==> src/rtl/decode_stage.sv <==
// Registered ID stage: field decode, immediates and PC-relative target, LM/SM micro-op sequencer.
// Optional illegal-opcode flag output is enabled by defining DECODE_ILLEGAL_TRAP_EN.
module decode_stage #(
  parameter int WIDTH  = 16,
  parameter int REG_AW = 3,
  parameter int NREGS  = 8
) (
  input  logic              clk,
  input  logic              reset,
  input  logic              flush,
  input  logic              in_valid,
  output logic              in_ready,
  input  logic [WIDTH-1:0]  in_pc,
  input  logic [WIDTH-1:0]  in_ir,
  output logic              out_valid,
  input  logic              out_ready,
  output logic [WIDTH-1:0]  out_pc,
  output logic [WIDTH-1:0]  out_ir,
  output logic [WIDTH-1:0]  pc_imm,
  output logic [WIDTH-1:0]  sext_out,
  output logic [WIDTH-1:0]  imm970,
  output logic [REG_AW-1:0] ra1,
  output logic [REG_AW-1:0] ra2,
  output logic [REG_AW-1:0] wa,
  output logic              wr_en,
  output logic              uop_last,
  output logic [REG_AW:0]   uop_offset
`ifdef DECODE_ILLEGAL_TRAP_EN
  ,
  output logic              illegal
`endif
);

  localparam logic [0:0] S_IDLE  = 1'b0;
  localparam logic [0:0] S_MULTI = 1'b1;

  logic [0:0]       state_q, state_d;
  logic [NREGS-1:0] mask_q, mask_d;
  logic             out_valid_q, out_valid_d;
  logic [WIDTH-1:0] out_pc_q, out_pc_d, out_ir_q, out_ir_d;
  logic [WIDTH-1:0] pc_imm_q, pc_imm_d, sext_q, sext_d, imm970_q, imm970_d;
  logic [REG_AW-1:0] ra1_q, ra1_d, ra2_q, ra2_d, wa_q, wa_d;
  logic             wr_en_q, wr_en_d, uop_last_q, uop_last_d, illegal_q, illegal_d;
  logic [REG_AW:0]  uop_offset_q, uop_offset_d;

  logic [3:0]        opc, cur_opc;
  logic              in_xfer, out_xfer, is_multi, dec_wr_en, dec_illegal;
  logic [REG_AW-1:0] dec_wa, bit_idx;
  logic [NREGS-1:0]  mask_src, mask_rem;

  function automatic logic [REG_AW-1:0] lowest_idx(input logic [NREGS-1:0] m);
    lowest_idx = '0;
    for (int k = NREGS - 1; k >= 0; k--) begin
      if (m[k]) lowest_idx = k[REG_AW-1:0];
    end
  endfunction

  assign in_ready = !reset && !flush && (state_q == S_IDLE) && (!out_valid_q || out_ready);
  assign in_xfer  = in_valid && in_ready;
  assign out_xfer = out_valid_q && out_ready;

  assign opc      = in_ir[WIDTH-1:WIDTH-4];
  assign cur_opc  = out_ir_q[WIDTH-1:WIDTH-4];
  assign is_multi = (opc == 4'b0110) || (opc == 4'b0111);

  // One priority encoder serves both the first micro-op (from IR) and the rest (from the mask).
  assign mask_src = (state_q == S_MULTI) ? mask_q : in_ir[NREGS-1:0];
  assign bit_idx  = lowest_idx(mask_src);
  assign mask_rem = mask_src & ~({{(NREGS-1){1'b0}}, 1'b1} << bit_idx);

  always_comb begin
    dec_wa      = '0;
    dec_wr_en   = 1'b0;
    dec_illegal = 1'b0;
    case (opc)
      4'b0000, 4'b0010:                   begin dec_wa = in_ir[5:3];  dec_wr_en = 1'b1; end
      4'b0001:                            begin dec_wa = in_ir[8:6];  dec_wr_en = 1'b1; end
      4'b0011, 4'b0100, 4'b1000, 4'b1001: begin dec_wa = in_ir[11:9]; dec_wr_en = 1'b1; end
      4'b1010, 4'b1011, 4'b1101, 4'b1110, 4'b1111: dec_illegal = 1'b1;
      default: ;
    endcase
  end

  always_comb begin
    state_d      = state_q;
    mask_d       = mask_q;
    out_valid_d  = out_valid_q;
    out_pc_d     = out_pc_q;
    out_ir_d     = out_ir_q;
    pc_imm_d     = pc_imm_q;
    sext_d       = sext_q;
    imm970_d     = imm970_q;
    ra1_d        = ra1_q;
    ra2_d        = ra2_q;
    wa_d         = wa_q;
    wr_en_d      = wr_en_q;
    uop_last_d   = uop_last_q;
    uop_offset_d = uop_offset_q;
    illegal_d    = illegal_q;

    if (out_xfer) out_valid_d = 1'b0;

    if (state_q == S_MULTI && out_xfer) begin
      out_valid_d  = 1'b1;
      uop_offset_d = uop_offset_q + 1'b1;
      uop_last_d   = (mask_rem == '0);
      mask_d       = mask_rem;
      if (mask_rem == '0) state_d = S_IDLE;
      if (cur_opc == 4'b0110) begin
        wa_d    = bit_idx;
        wr_en_d = 1'b1;
      end else begin
        ra2_d   = bit_idx;
        wr_en_d = 1'b0;
      end
    end

    if (in_xfer) begin
      out_valid_d  = 1'b1;
      out_pc_d     = in_pc;
      out_ir_d     = in_ir;
      pc_imm_d     = (opc == 4'b1000) ? in_pc + {{(WIDTH-9){in_ir[8]}}, in_ir[8:0]}
                                      : in_pc + {{(WIDTH-6){in_ir[5]}}, in_ir[5:0]};
      sext_d       = {{(WIDTH-6){in_ir[5]}}, in_ir[5:0]};
      imm970_d     = {in_ir[8:0], {(WIDTH-9){1'b0}}};
      ra1_d        = in_ir[11:9];
      ra2_d        = in_ir[8:6];
      wa_d         = dec_wa;
      wr_en_d      = dec_wr_en;
      uop_last_d   = 1'b1;
      uop_offset_d = '0;
      mask_d       = '0;
      state_d      = S_IDLE;
`ifdef DECODE_ILLEGAL_TRAP_EN
      illegal_d    = dec_illegal;
`else
      illegal_d    = 1'b0;
`endif
      if (is_multi) begin
        uop_last_d = (mask_rem == '0);
        mask_d     = mask_rem;
        state_d    = (mask_rem != '0) ? S_MULTI : S_IDLE;
        // An empty mask still yields a single non-writing micro-op.
        if (in_ir[NREGS-1:0] == '0) begin
          wa_d    = '0;
          wr_en_d = 1'b0;
        end else if (opc == 4'b0110) begin
          wa_d    = bit_idx;
          wr_en_d = 1'b1;
        end else begin
          ra2_d   = bit_idx;
          wa_d    = '0;
          wr_en_d = 1'b0;
        end
      end
    end

    if (flush) begin
      out_valid_d = 1'b0;
      state_d     = S_IDLE;
      mask_d      = '0;
    end
  end

  always_ff @(posedge clk) begin
    if (reset) begin
      state_q      <= S_IDLE;
      mask_q       <= '0;
      out_valid_q  <= 1'b0;
      out_pc_q     <= '0;
      out_ir_q     <= '0;
      pc_imm_q     <= '0;
      sext_q       <= '0;
      imm970_q     <= '0;
      ra1_q        <= '0;
      ra2_q        <= '0;
      wa_q         <= '0;
      wr_en_q      <= 1'b0;
      uop_last_q   <= 1'b0;
      uop_offset_q <= '0;
      illegal_q    <= 1'b0;
    end else begin
      state_q      <= state_d;
      mask_q       <= mask_d;
      out_valid_q  <= out_valid_d;
      out_pc_q     <= out_pc_d;
      out_ir_q     <= out_ir_d;
      pc_imm_q     <= pc_imm_d;
      sext_q       <= sext_d;
      imm970_q     <= imm970_d;
      ra1_q        <= ra1_d;
      ra2_q        <= ra2_d;
      wa_q         <= wa_d;
      wr_en_q      <= wr_en_d;
      uop_last_q   <= uop_last_d;
      uop_offset_q <= uop_offset_d;
      illegal_q    <= illegal_d;
    end
  end

  assign out_valid  = out_valid_q;
  assign out_pc     = out_pc_q;
  assign out_ir     = out_ir_q;
  assign pc_imm     = pc_imm_q;
  assign sext_out   = sext_q;
  assign imm970     = imm970_q;
  assign ra1        = ra1_q;
  assign ra2        = ra2_q;
  assign wa         = wa_q;
  assign wr_en      = wr_en_q;
  assign uop_last   = uop_last_q;
  assign uop_offset = uop_offset_q;
`ifdef DECODE_ILLEGAL_TRAP_EN
  assign illegal    = illegal_q;
`else
  logic unused_illegal;
  assign unused_illegal = illegal_q ^ dec_illegal;
`endif

endmodule
==> config.mk <==
export PLATFORM = sky130hd
export DESIGN_NAME = decode_stage
export DESIGN_NICKNAME = d
export VERILOG_FILES = /design/src/rtl/decode_stage.sv
export SDC_FILE = /design/constraint.sdc
export NUM_CORES = 1
export LEC_CHECK = 0
export CORE_ASPECT_RATIO = 0.7
export CORE_UTILIZATION = 47
export DETAILED_ROUTE_END_ITERATION = 7
export PLACE_DENSITY = 0.84
export RECOVER_POWER = 100
export SETUP_SLACK_MARGIN = 0.15
export SLEW_MARGIN = 20
export SYNTH_ARGS = -nofsm -noshare
export SYNTH_HDL_FRONTEND = slang
export SYNTH_SLANG_ARGS = --single-unit
==> constraint.sdc <==
create_clock -name clk -period 3.9 [get_ports clk]
set_input_delay 0.78 -clock clk [delete_from_list [all_inputs] [get_ports clk]]
set_output_delay 0.78 -clock clk [all_outputs]
set_load 0.01 [all_outputs]
==> results.tsv, run 1 <==
stage	metric	value	unit
status	status	finished clean	
clock_network	ctsLongestPathBuffers	2	
synth	synth-main-ff-cell	dfxtp_1	
synth	ys_seq_area_share	32.6	%
timing	fin_skew	0.00493	ns
power	p_per_area	367	nW/um2
synth	syn-cell-area	4290	um2
power	total_leakage_power	2.50	nW
run	max_cap_viol_count	0	
global_route	grt_max_degree	61	
timing	fmax	0.286	GHz
synth	ys_types	65	
synth	synth_fa_ha_area_share	5.36	%
layout	fillers	772	
clock_network	postCtsSetupBuffers	0	
synth	synth-xor-area-share	3.06	%
min_path	min_to	pc_imm[12]$_SDFFE_PP0P_	
synth	synth_edf_count	0	
layout	final_cell_mix	dlygate4sd3_1, nand2_1, dfxtp_1	
global_route	grt_util_all_layers	27.4	%
placement	port_buffers	126	
global_route	grt_pass1_vias	3841	
routing	drcViolationCount	0	
critical_path	cp_data_required_time	4.07	ns
timing	setup_viol	0	
layout	area_growth	33.5	%
synth	yosys_warnings	0	
timing	hold_violations	0	
global_route	grt_pass1_wl	19.8	mm
routing	dr.pass1.iters	5	
floorplanning	io_pins	134	
routing	num_vias	4188	
layout	register_area	1400	um2
layout	antenna_cells	0	
routing	routed_wl	12.8	mm
floorplanning	core	8650	um2
min_path	hold_path_startpoint	pc_imm[12]$_SDFFE_PP0P_	
synth	synth.largest_area_cell	dfxtp_1	
placement	dp_hpwl	9.22	mm
timing	report.final.slew_viol_count	0	
floorplanning	die_x	116	um
critical_path	crit_arrival	3.66	ns
layout	multi_input_area	2460	um2
synth	synth.top_cell.area_share	32.6	%
synth	netlist_instances	525	
critical_path	r2r_cells	7	
placement	routabilityCongestion	0.900	
routing	drt-vias-per-instance	5.65	
clock_network	cts_hold_repair.buffers	0	
layout	final_core_util	66.2	%
synth	synth.area.mux_share	2.48	%
critical_path	crit_path_start_kind	input pin	
clock_network	htreeDepth	3	
floorplanning	die_y	82.0	um
critical_path	crit_path_max_fanout	7	
power	vdd_drop_max	0.240	mV
routing	wl_per_cell	17.3	um
timing	period_needed	3.49	ns
clock_network	clk_latency	0.34	ns
routing	ant_nets	0	
clock_network	clk_pin_slew	0.06	ns
floorplanning	initial_core_util	49.6	%
floorplanning	die_area	9530	um2
critical_path	r2r_start	state_q$_SDFFE_PP0P_	
synth	synth_simple_gate_area_share	25.1	%
critical_path	timing.rr.end	ra2[0]$_SDFFE_PP0P_	
timing	rsz0062_at_grt	false	
min_path	hold_path.class	flop to flop	
synth	syn_area_per_cell	8.18	um2
routing	drt_iter0_drc	301	
timing	slew_headroom	24.3	%
clock_network	clock_sinks	70	
critical_path	rrSetupSlack	0.93	ns
timing	tns	0	ns
synth	synth_compound_area_share	20.9	%
critical_path	endpoint_kind	flop	
critical_path	timing_worst_setup_path_type	input pin to flop	
synth	synth-seq-cells	70	
clock_network	cts_tree	built	
synth	synth_top_family_by_area	simple AND/OR/NAND/NOR gates	
synth	synthArstFlopShare	0	%
layout	nets	670	
layout	mostFrequentLayoutCell	dlygate4sd3_1	
global_route	antenna_found_initial	0	
clock_network	root_buffer	clkbuf_16	
timing	period_share	89.6	%
min_path	hold_depth	2	
clock_network	cts_buffers	9	
timing	worst_pin_slew	1.14	ns
synth	synth_area_leaders	dfxtp_1, nand3b_1, nand2_1	
floorplanning	rows	28	
global_route	gr-total-overflow	0	
timing	holdWs	0.466	ns
layout	layout-drive-gt1-share	7.41	%
clock_network	cts_resized	0	
where the power goes:
group,internal [W],total (W),switching [W]
logic,0.000204,0.000431,0.000227
registers,0.000753,0.000776,0.0000234
clock network,0.000562,0.000895,0.000333
total,0.00152,0.00210,0.000583
cells by family (layout without fill, tap and decap cells):
| logic type | count (synthesis) | count (layout) |
|---|---|---|
| simple gates | 203 | 203 |
| xor+xnor | 15 | 15 |
| flops | 70 | 70 |
| other cells | 1 | 7 |
| fa+ha+maj | 18 | 18 |
| compound gates | 132 | 132 |
| mux | 10 | 10 |
| buf+inv | 76 | 166 |
through the flow:
stage / setup WS [ns] / area [um2] / power [W] / std cells
floorplan: 0.722 / 4320 / 0.00105 / 531
global placement: 0.339 / 5430 / 0.00123 / 725
detailed placement: 0.296 / 5430 / 0.00124 / 725
CTS: 0.644 / 5750 / 0.00213 / 741
global route: 0.221 / 5730 / 0.00219 / 741
finish: 0.407 / 5730 / 0.00210 / 741
critical path, cell delays in order:
cell and delay, ns:
clkdlybuf4s50_1 0.43, nor4b_1 0.39, clkbuf_1 0.26, mux2i_1 0.32, inv_1 0.20, ha_1 0.38, o21a_1 0.20, o21ai_0 0.14
nand2b_1 0.11, a31oi_1 0.21, xor2_1 0.15, o21ai_0 0.09
state kept, by name, indices dropped and copies added, names as in the netlist:
register,cells
uop_offset,4
ra2,3
out_valid,1
out_pc,16
mask_q,8
pc_imm,16
state_q,1
uop_last,1
out_ir,16
wr_en,1
wa,3
routing by layer:
layer | global-route usage [%] | part of all wire [%]
met1 | 37.7 | 47
met2 | 40.8 | 43
met3 | 8.41 | 8.7
met4 | 8.72 | 1.4
met5 | 0 | 0
worst max-delay path by stage:
| stage | startpoint | end | depth (start not counted) |
|---|---|---|---|
| floorplan | in_ir[12] | pc_imm[14]$_SDFFE_PP0P_ | 9 |
| global placement | in_ir[12] | pc_imm[15]$_SDFFE_PP0P_ | 12 |
| detailed placement | in_ir[12] | pc_imm[14]$_SDFFE_PP0P_ | 10 |
| CTS | in_ir[12] | pc_imm[14]$_SDFFE_PP0P_ | 10 |
| global route | in_ir[12] | pc_imm[13]$_SDFFE_PP0P_ | 12 |
| finish | in_ir[12] | pc_imm[13]$_SDFFE_PP0P_ | 12 |
area by class of cell:
class	count	share of cell area, %
clock inverters	7	1.72
clock buffers	9	3.93
multi-input cells	385	43.0
inverters	10	0.655
well taps	120	2.62
flip-flops and latches	70	24.4
repair buffers	140	23.7
cells in the mapped netlist, types with 6 or more instances:
master    number
xnor2_1        6
clkbuf_1      19
nand2_1       79
nor2_1        26
nor3_1        11
a21oi_1       23
a31oi_1        8
nand3b_1      42
a211oi_1       9
o21a_1         7
nand2b_1       8
inv_1         10
dfxtp_1       70
ha_1          16
xor2_1         9
o21ai_0       32
o211ai_1       6
buf_4         35
No activity file was read; power rests on OpenSTA's default activity.
==> run 2: changes to the inputs <==
--- a/config.mk
+++ b/config.mk
@@ -7,7 +7,9 @@
 export LEC_CHECK = 0
 export CORE_ASPECT_RATIO = 0.7
 export CORE_UTILIZATION = 47
+export CTS_CLUSTER_SIZE = 24
 export DETAILED_ROUTE_END_ITERATION = 7
+export HOLD_SLACK_MARGIN = 0.02
 export PLACE_DENSITY = 0.84
 export RECOVER_POWER = 100
 export SETUP_SLACK_MARGIN = 0.15
==> results of run 2 <==
No change in the layout: final DEF, timing and power equal those of run 1.
